<file path="config.mk">
export PLATFORM = sky130hd
export DESIGN_NAME = arb2_rr
export DESIGN_NICKNAME = d
export VERILOG_FILES = /design/src/rtl/arb2_pkg.sv /design/src/rtl/arb2_hold_cnt.sv /design/src/rtl/arb2_rr.sv
export SDC_FILE = /design/constraint.sdc
export NUM_CORES = 1
export LEC_CHECK = 0
export CAP_MARGIN = 30
export CORE_UTILIZATION = 54
export CTS_CLUSTER_DIAMETER = 200
export DETAILED_ROUTE_END_ITERATION = 6
export PLACE_DENSITY_LB_ADDON = 0.25
export SETUP_SLACK_MARGIN = 0.4
export SLEW_MARGIN = 20
export SYNTH_ARGS = -nofsm -noshare
export SYNTH_HDL_FRONTEND = slang
export SYNTH_SLANG_ARGS = --single-unit
</file>
<file path="constraint.sdc">
create_clock -name clk -period 3.19 [get_ports clk]
set_clock_uncertainty 0.05 [all_clocks]
set_input_delay 0.638 -clock clk [delete_from_list [all_inputs] [get_ports clk]]
set_output_delay 0.638 -clock clk [all_outputs]
set_load 0.05 [all_outputs]
</file>
<file path="src/rtl/arb2_pkg.sv">
// Shared constants for the two-channel round-robin arbiter.
package arb2_pkg;

  typedef enum logic [1:0] {
    IDLE = 2'b00,
    GNT0 = 2'b01,
    GNT1 = 2'b10
  } arb_state_t;

  localparam logic CH0 = 1'b0;
  localparam logic CH1 = 1'b1;

  // Hold counter width; covers MAX_HOLD up to 255.
  localparam int unsigned HOLD_W = 8;

endpackage

</file>
<file path="src/rtl/arb2_hold_cnt.sv">
// Saturating hold counter: clears on grant entry, counts grant cycles,
// sticks at MAX_HOLD-1.
module arb2_hold_cnt
  import arb2_pkg::*;
#(
  parameter int unsigned MAX_HOLD = 8
) (
  input  logic clk,
  input  logic rst_n,
  input  logic clr,
  input  logic en,
  output logic at_max
);

  localparam logic [HOLD_W-1:0] LIMIT = HOLD_W'(MAX_HOLD - 1);

  logic [HOLD_W-1:0] count;

  always_ff @(posedge clk or negedge rst_n) begin
    if (!rst_n) begin
      count <= '0;
    end else if (clr) begin
      count <= '0;
    end else if (en && (count != LIMIT)) begin
      count <= count + 1'b1;
    end
  end

  assign at_max = (count == LIMIT);

endmodule

</file>
<file path="src/rtl/arb2_rr.sv">
// Two-channel round-robin arbiter with hold-time preemption.
// Optional lock input (inhibits preemption) enabled by `define ARB2_LOCK_EN.
module arb2_rr
  import arb2_pkg::*;
#(
  parameter int unsigned MAX_HOLD = 8
) (
  input  logic clk,
  input  logic rst_n,
  input  logic req0,
  input  logic req1,
`ifdef ARB2_LOCK_EN
  input  logic lock,
`endif
  output logic gnt0,
  output logic gnt1,
  output logic sel,
  output logic busy
);

  arb_state_t state;
  arb_state_t next_state;
  logic       last;
  logic       at_max;
  logic       preempt_en;
  logic       cnt_clr;
  logic       cnt_en;

`ifdef ARB2_LOCK_EN
  assign preempt_en = ~lock;
`else
  assign preempt_en = 1'b1;
`endif

  always_comb begin
    next_state = state;
    case (state)
      IDLE: begin
        if (req0 && req1) begin
          next_state = (last == CH1) ? GNT0 : GNT1;
        end else if (req0) begin
          next_state = GNT0;
        end else if (req1) begin
          next_state = GNT1;
        end
      end
      GNT0: begin
        if (!req0) begin
          next_state = req1 ? GNT1 : IDLE;
        end else if (req1 && at_max && preempt_en) begin
          next_state = GNT1;
        end
      end
      GNT1: begin
        if (!req1) begin
          next_state = req0 ? GNT0 : IDLE;
        end else if (req0 && at_max && preempt_en) begin
          next_state = GNT0;
        end
      end
      default: next_state = IDLE;
    endcase
  end

  // Counter controls are derived from the transition, so a direct
  // GNT0<->GNT1 hand-over also restarts the hold count.
  assign cnt_clr = (next_state != state) && (next_state != IDLE);
  assign cnt_en  = (state != IDLE) && (next_state == state);

  arb2_hold_cnt #(
    .MAX_HOLD (MAX_HOLD)
  ) u_hold_cnt (
    .clk    (clk),
    .rst_n  (rst_n),
    .clr    (cnt_clr),
    .en     (cnt_en),
    .at_max (at_max)
  );

  // Grants and sel are loaded from next_state so they are true flops.
  always_ff @(posedge clk or negedge rst_n) begin
    if (!rst_n) begin
      state <= IDLE;
      gnt0  <= 1'b0;
      gnt1  <= 1'b0;
      sel   <= CH0;
      last  <= CH1;
    end else begin
      state <= next_state;
      gnt0  <= (next_state == GNT0);
      gnt1  <= (next_state == GNT1);
      if (next_state == GNT0) begin
        sel <= CH0;
      end else if (next_state == GNT1) begin
        sel <= CH1;
      end
      if (cnt_clr) begin
        last <= (next_state == GNT1) ? CH1 : CH0;
      end
    end
  end

  assign busy = gnt0 | gnt1;

endmodule

</file>
# Word-level counts from Yosys, hierarchy flattened

Cells that the tools add are included.

$add $sub $neg: 1
Eq/ne operators: 8
Muxes and demuxes: 16
Bitwise operators: 1
Reduce and logical (&&, ||, !) cells: 11

Operators with widths:

| cell                                                             | count |
|---|---|
| 2-bit 2-to-1 mux                                                 | 9 |
| 8-bit 2-to-1 mux                                                 | 2 |
| 8-bit by 1-bit adder with 8-bit output (second input constant)   | 1 |
| 8-bit by 3-bit == test with 1-bit output (second input constant) | 1 |
| 8-bit by 3-bit != test with 1-bit output (second input constant) | 1 |
| 2-bit nonzero test                                               | 4 |
| 1-bit logical AND                                                | 6 |
| 2-bit case mux with 3 select lines                               | 1 |
| 2-bit by 1-bit == test with 1-bit output (second input constant) | 2 |
| 2-bit == test (second input constant)                            | 2 |
| 1-bit 2-to-1 mux                                                 | 4 |
| 2-bit == test                                                    | 1 |
| 2-bit zero test                                                  | 1 |
| 2-bit != test                                                    | 1 |
| 1-bit OR                                                         | 1 |

Flip-flop bits (word level): 14
Input bits: 4
Output and inout bits: 4
Word-level logic and storage cells: 43

# Longest topological paths before layout

Depth in word-level cells: 10
Mapped depth: 10
Mapped depth without buffers: 9

# Modules after synthesis

A second synthesis with hierarchy kept.

Cells, all modules: 85
Area total of the unflattened synthesis: 848.3 sq um

Modules (own cells, without submodules):

| module        | times used | cells an instance | area each (sq um) | sequential area each (sq um) |
|---|---|---|---|---|
| arb2_hold_cnt | 1          | 46                | 445.4             | 200.2 |
| arb2_rr       | 1          | 39                | 402.9             | 151.4 |

# Worst setup path after synthesis

OpenSTA, ideal clock, no wires.

Path kind: register to register
Start: register u_hold_cnt.count[0]
End: register last
Setup time: 0.082 ns
Data arrival time: 2.233 ns
Data required time: 3.058 ns
Slack: 0.825 ns
Cell stages (with the launch flop): 11
Path buffers: 1
Cells stage by stage: dfrtp_1 ha_1 and4bb_4 and2_4 buf_6 a21oi_1 a21o_1 ha_1 a21o_1 a21oi_2 mux2_2

Longest elaborated chain between the ends: 7
Elaborated cells between the ends (all ways): 13
Classes of those cells: eq/ne: 3; mux: 6; reduce/logical: 4

RTL lines:

| what                                                  | line                         | source |
|---|---|---|
| start: declaration                                    | arb2_hold_cnt.sv:17          | `logic [HOLD_W-1:0] count;` |
| start signal: assignment                              | arb2_hold_cnt.sv:25          | `count <= count + 1'b1;` |
| 8-bit by 3-bit == test with 1-bit output (*)          | arb2_hold_cnt.sv:29          | `assign at_max = (count == LIMIT);` |
| 1-bit logical AND (on tied branches)                  | arb2_rr.sv:57, arb2_rr.sv:50 |  |
| 2-bit 2-to-1 mux (on tied branches)                   | arb2_rr.sv:57, arb2_rr.sv:50 |  |
| 2-bit 2-to-1 mux (on tied branches)                   | arb2_rr.sv:55, arb2_rr.sv:48 |  |
| 2-bit case mux with 3 select lines (*)                | arb2_rr.sv:37                | `case (state)` |
| 2-bit == test, or another cell as far along           | arb2_rr.sv:98                | `last <= (next_state == GNT1) ? CH1 : CH0;` |
| 1-bit 2-to-1 mux or 1-bit logical AND (tied branches) | arb2_rr.sv:98, arb2_rr.sv:67 |  |
| end signal: assignment                                | arb2_rr.sv:98                |  |
| end: declaration                                      | arb2_rr.sv:23                | `logic last;` |

Every way passes the cells marked *; elsewhere a longest branch is shown, timed or not.
A chain may end at the register's enable or synchronous reset.

# Worst setup path in the final report

Ends and elaborated chain as after synthesis.

==> flow_results.xml <==
<?xml version="1.0" encoding="UTF-8"?>
<metrics>
  <group name="timing">
    <metric name="post-route-period-util" unit="">0.802</metric>
    <metric name="worst_slew_pin_slew" unit="ps">626</metric>
    <metric name="final_hold_viol_count" unit="">0</metric>
    <metric name="maxSlewViolCount" unit="">0</metric>
    <metric name="min_period" unit="ps">2560</metric>
    <metric name="rsz0062_at_grt" unit="">false</metric>
    <metric name="finalSetupViolations" unit="">0</metric>
    <metric name="max_clock_freq" unit="MHz">391</metric>
    <metric name="slew_headroom" unit="">0.581</metric>
    <metric name="tns" unit="ps">0</metric>
  </group>
  <group name="clock_tree">
    <metric name="worstSkewPairLatency" unit="ps">280</metric>
    <metric name="cts-htree-levels" unit="">1</metric>
    <metric name="ctsLongestPathBuffers" unit="">2</metric>
    <metric name="postCtsHoldBufs" unit="">0</metric>
    <metric name="post_cts_buffers" unit="">0</metric>
    <metric name="clock_tree_from_tritoncts" unit="">done</metric>
    <metric name="numClockSinks" unit="">14</metric>
    <metric name="tritoncts.num_buffers" unit="">3</metric>
    <metric name="post_cts.resized_instances" unit="">0</metric>
    <metric name="cts_root_buffer" unit="">clkbuf_4</metric>
    <metric name="cts.reportedPaths.clkPinSlew" unit="ps">90</metric>
  </group>
  <group name="critical_path">
    <metric name="cp_data_required_time" unit="ps">3360</metric>
    <metric name="critPathMaxFanout" unit="">6</metric>
    <metric name="critical_path.startpoint_type" unit="">register</metric>
    <metric name="critPathKind" unit="">reg2reg</metric>
    <metric name="endpoint_kind" unit="">register</metric>
    <metric name="worst_r2r_path_depth" unit="">9</metric>
    <metric name="cp.arrival" unit="ps">2720</metric>
  </group>
  <group name="logic_synthesis">
    <metric name="number_of_flops_mapped_to_enable_cells_by_yosys" unit="">0</metric>
    <metric name="synthDominantCellAreaShare" unit="">0.392</metric>
    <metric name="netlist-cell-type-count" unit="">34</metric>
    <metric name="synth.largest_area_cell" unit="">dfrtp_1</metric>
    <metric name="synth-warning-count" unit="">0</metric>
    <metric name="leading_cell_type_by_number_of_instances_after_synthesis" unit="">dfrtp_1</metric>
    <metric name="synth_flop_cell" unit="">dfrtp_1</metric>
    <metric name="synth_async_sr_flop_share" unit="">1.00</metric>
    <metric name="yosys-top-cells-count" unit="">dfrtp_1 (13), nor2_1 (10), nand2_1 (8)</metric>
    <metric name="synth_cells" unit="">85</metric>
    <metric name="synthesis.area" unit="µm²">830</metric>
    <metric name="postSynthNetCount" unit="">93</metric>
    <metric name="synth.avg_cell_area" unit="µm²">9.76</metric>
    <metric name="synth-seq-area-share" unit="">0.424</metric>
    <metric name="ys_top_cells_by_area" unit="">dfrtp_1 (39%), ha_1 (6.0%), nor2_1 (4.5%)</metric>
    <metric name="postSynthRegisterBits" unit="">14</metric>
  </group>
  <group name="final_layout">
    <metric name="sequential_cell_area" unit="µm²">352</metric>
    <metric name="drive_above_1_share" unit="">0.141</metric>
    <metric name="design_area" unit="µm²">928</metric>
    <metric name="antenna-diode-count" unit="">0</metric>
    <metric name="fill_cells" unit="">115</metric>
    <metric name="nNetsFinal" unit="">101</metric>
    <metric name="layout-area-overhead-vs-synth" unit="%">11.9</metric>
    <metric name="multi_input_area" unit="µm²">444</metric>
  </group>
  <group name="global_routing">
    <metric name="grt.overflow.total" unit="">0</metric>
    <metric name="grt_pass1_wl" unit="mm">2.36</metric>
    <metric name="overall_global_routing_resource_usage" unit="">0.220</metric>
    <metric name="first_global_vias" unit="">543</metric>
    <metric name="maximum_number_of_pins_on_one_net_before_global_route_repair" unit="">15</metric>
    <metric name="grt_antenna_before_repair" unit="">0</metric>
  </group>
  <group name="placed_design">
    <metric name="place.gp.congestion" unit="">0.894</metric>
    <metric name="dpl_cell_area" unit="µm²">892</metric>
    <metric name="dp_hpwl" unit="mm">1.22</metric>
    <metric name="count_of_input_and_output_buffers" unit="">7</metric>
  </group>
  <group name="routing">
    <metric name="dr.pass1.iters" unit="">4</metric>
    <metric name="post_drt_wl_per_cell" unit="µm">15.2</metric>
    <metric name="post_detailed_route_drc_marker_count" unit="">0</metric>
    <metric name="vias" unit="">655</metric>
    <metric name="antenna_violating_nets_post_route" unit="">0</metric>
    <metric name="via_per_inst" unit="">6.12</metric>
    <metric name="postRouteWirelength" unit="mm">1.63</metric>
    <metric name="initialDrtViolationCount" unit="">15</metric>
  </group>
  <group name="power_and_ir_drop">
    <metric name="vdd.ir_drop.worst" unit="mV">0.537</metric>
    <metric name="p_per_area" unit="nW/µm²">659</metric>
    <metric name="power_leakage" unit="nW">0.391</metric>
    <metric name="total_power" unit="mW">0.612</metric>
  </group>
  <group name="floorplan">
    <metric name="die_area" unit="µm²">1700</metric>
    <metric name="chipHeight" unit="µm">41.2</metric>
    <metric name="pin_count" unit="">8</metric>
    <metric name="dieWidth" unit="µm">41.2</metric>
    <metric name="core-area" unit="µm²">1370</metric>
    <metric name="placement_rows" unit="">13</metric>
    <metric name="start_util" unit="">0.607</metric>
  </group>
  <group name="min_path">
    <metric name="worst_hold_path_type" unit="">reg2reg</metric>
    <metric name="hold_depth" unit="">2</metric>
  </group>
  <group name="status">
    <metric name="outcome" unit="">finished, final reports clean</metric>
  </group>
  <group name="job">
    <metric name="timing.max_cap.violations" unit="">0</metric>
  </group>
</metrics>
sequential cells by signal, summed over array words and instances (netlist names):
register,count
u_hold_cnt.count,8
state,2
gnt0,1
gnt1,1
last,1
sel,1
cells by family after synthesis:
logic type | share of synthesized area
fa+ha+maj | 0.0603
buf+inv | 0.0407
flops | 0.424
mux | 0.0377
compound gates | 0.202
simple gates | 0.193
xor+xnor | 0.0422
per-layer routing:
layer | vias to the layer above | share of wire | wire, µm | track usage
met5 | - | 0 | 0 | 0
li1 | 321 | - | - | -
met1 | 306 | 0.49 | 794 | 0.305
met3 | 0 | 0.077 | 126 | 0.0543
met2 | 28 | 0.43 | 704 | 0.340
met4 | 0 | 0 | 0 | 0.0645
power by group:
part	switching (mW)	leakage, nW	internal (mW)
registers	0.0404	0.181	0.217
logic	0.134	0.189	0.0904
clock network	0.0606	0.0210	0.0695
total	0.235	0.391	0.376
stage by stage:
stage                     cells  hold slack (ps)  setup slack [ps]   util
after floorplan              85              292               825      -
after global placement      103              459               609  0.653
after detailed placement    103              466               562  0.653
after CTS                   107              479               642  0.679
after global routing        107              504               537  0.679
final                       107              474               632  0.679
placed cells by master (no fill, tap or decap), types with 2 or more instances in the layout:
| master | Yosys | final |
|---|---|---|
| dfrtp_1 | 13 | 13 |
| nor2_1 | 10 | 10 |
| nand2_1 | 8 | 8 |
| a21oi_1 | 7 | 7 |
| clkdlybuf4s50_1 | 0 | 7 |
| xnor2_1 | 4 | 4 |
| ha_1 | 4 | 4 |
| nand3_1 | 3 | 3 |
| o21ai_0 | 3 | 3 |
| clkbuf_4 | 0 | 3 |
| and2_4 | 2 | 2 |
| a211oi_1 | 2 | 2 |
| a21o_1 | 2 | 2 |
| inv_1 | 2 | 2 |
| mux2i_1 | 2 | 2 |
| o22ai_1 | 2 | 2 |
final timing paths:
kind	start	to	slack (ps)
max	u_hold_cnt.count[0]	last	630
min	sel	sel	470
max reg2reg	u_hold_cnt.count[0]	last	630
min reg2reg	sel	sel	470
max in group asynchronous	rst_n	u_hold_cnt.count[2]	2000
min in group asynchronous	rst_n	state[0]	690
cell type report:
type,count,share of cell area
flip-flops and latches,14,0.379
inverters,2,0.00809
multi-input cells,65,0.478
well taps,15,0.0202
repair buffers,7,0.0755
clock buffers,4,0.0391
worst max-delay path, stage by stage, from the launching register on:
cell and delay, ps:
dfrtp_1 420, ha_1 280, and4bb_4 230, a32o_1 240, nand2_1 100, o2111ai_1 160
ha_1 220, a21o_1 170, a21oi_2 240, mux2_2 380
Note: power is estimated with default switching activity, not from simulation.
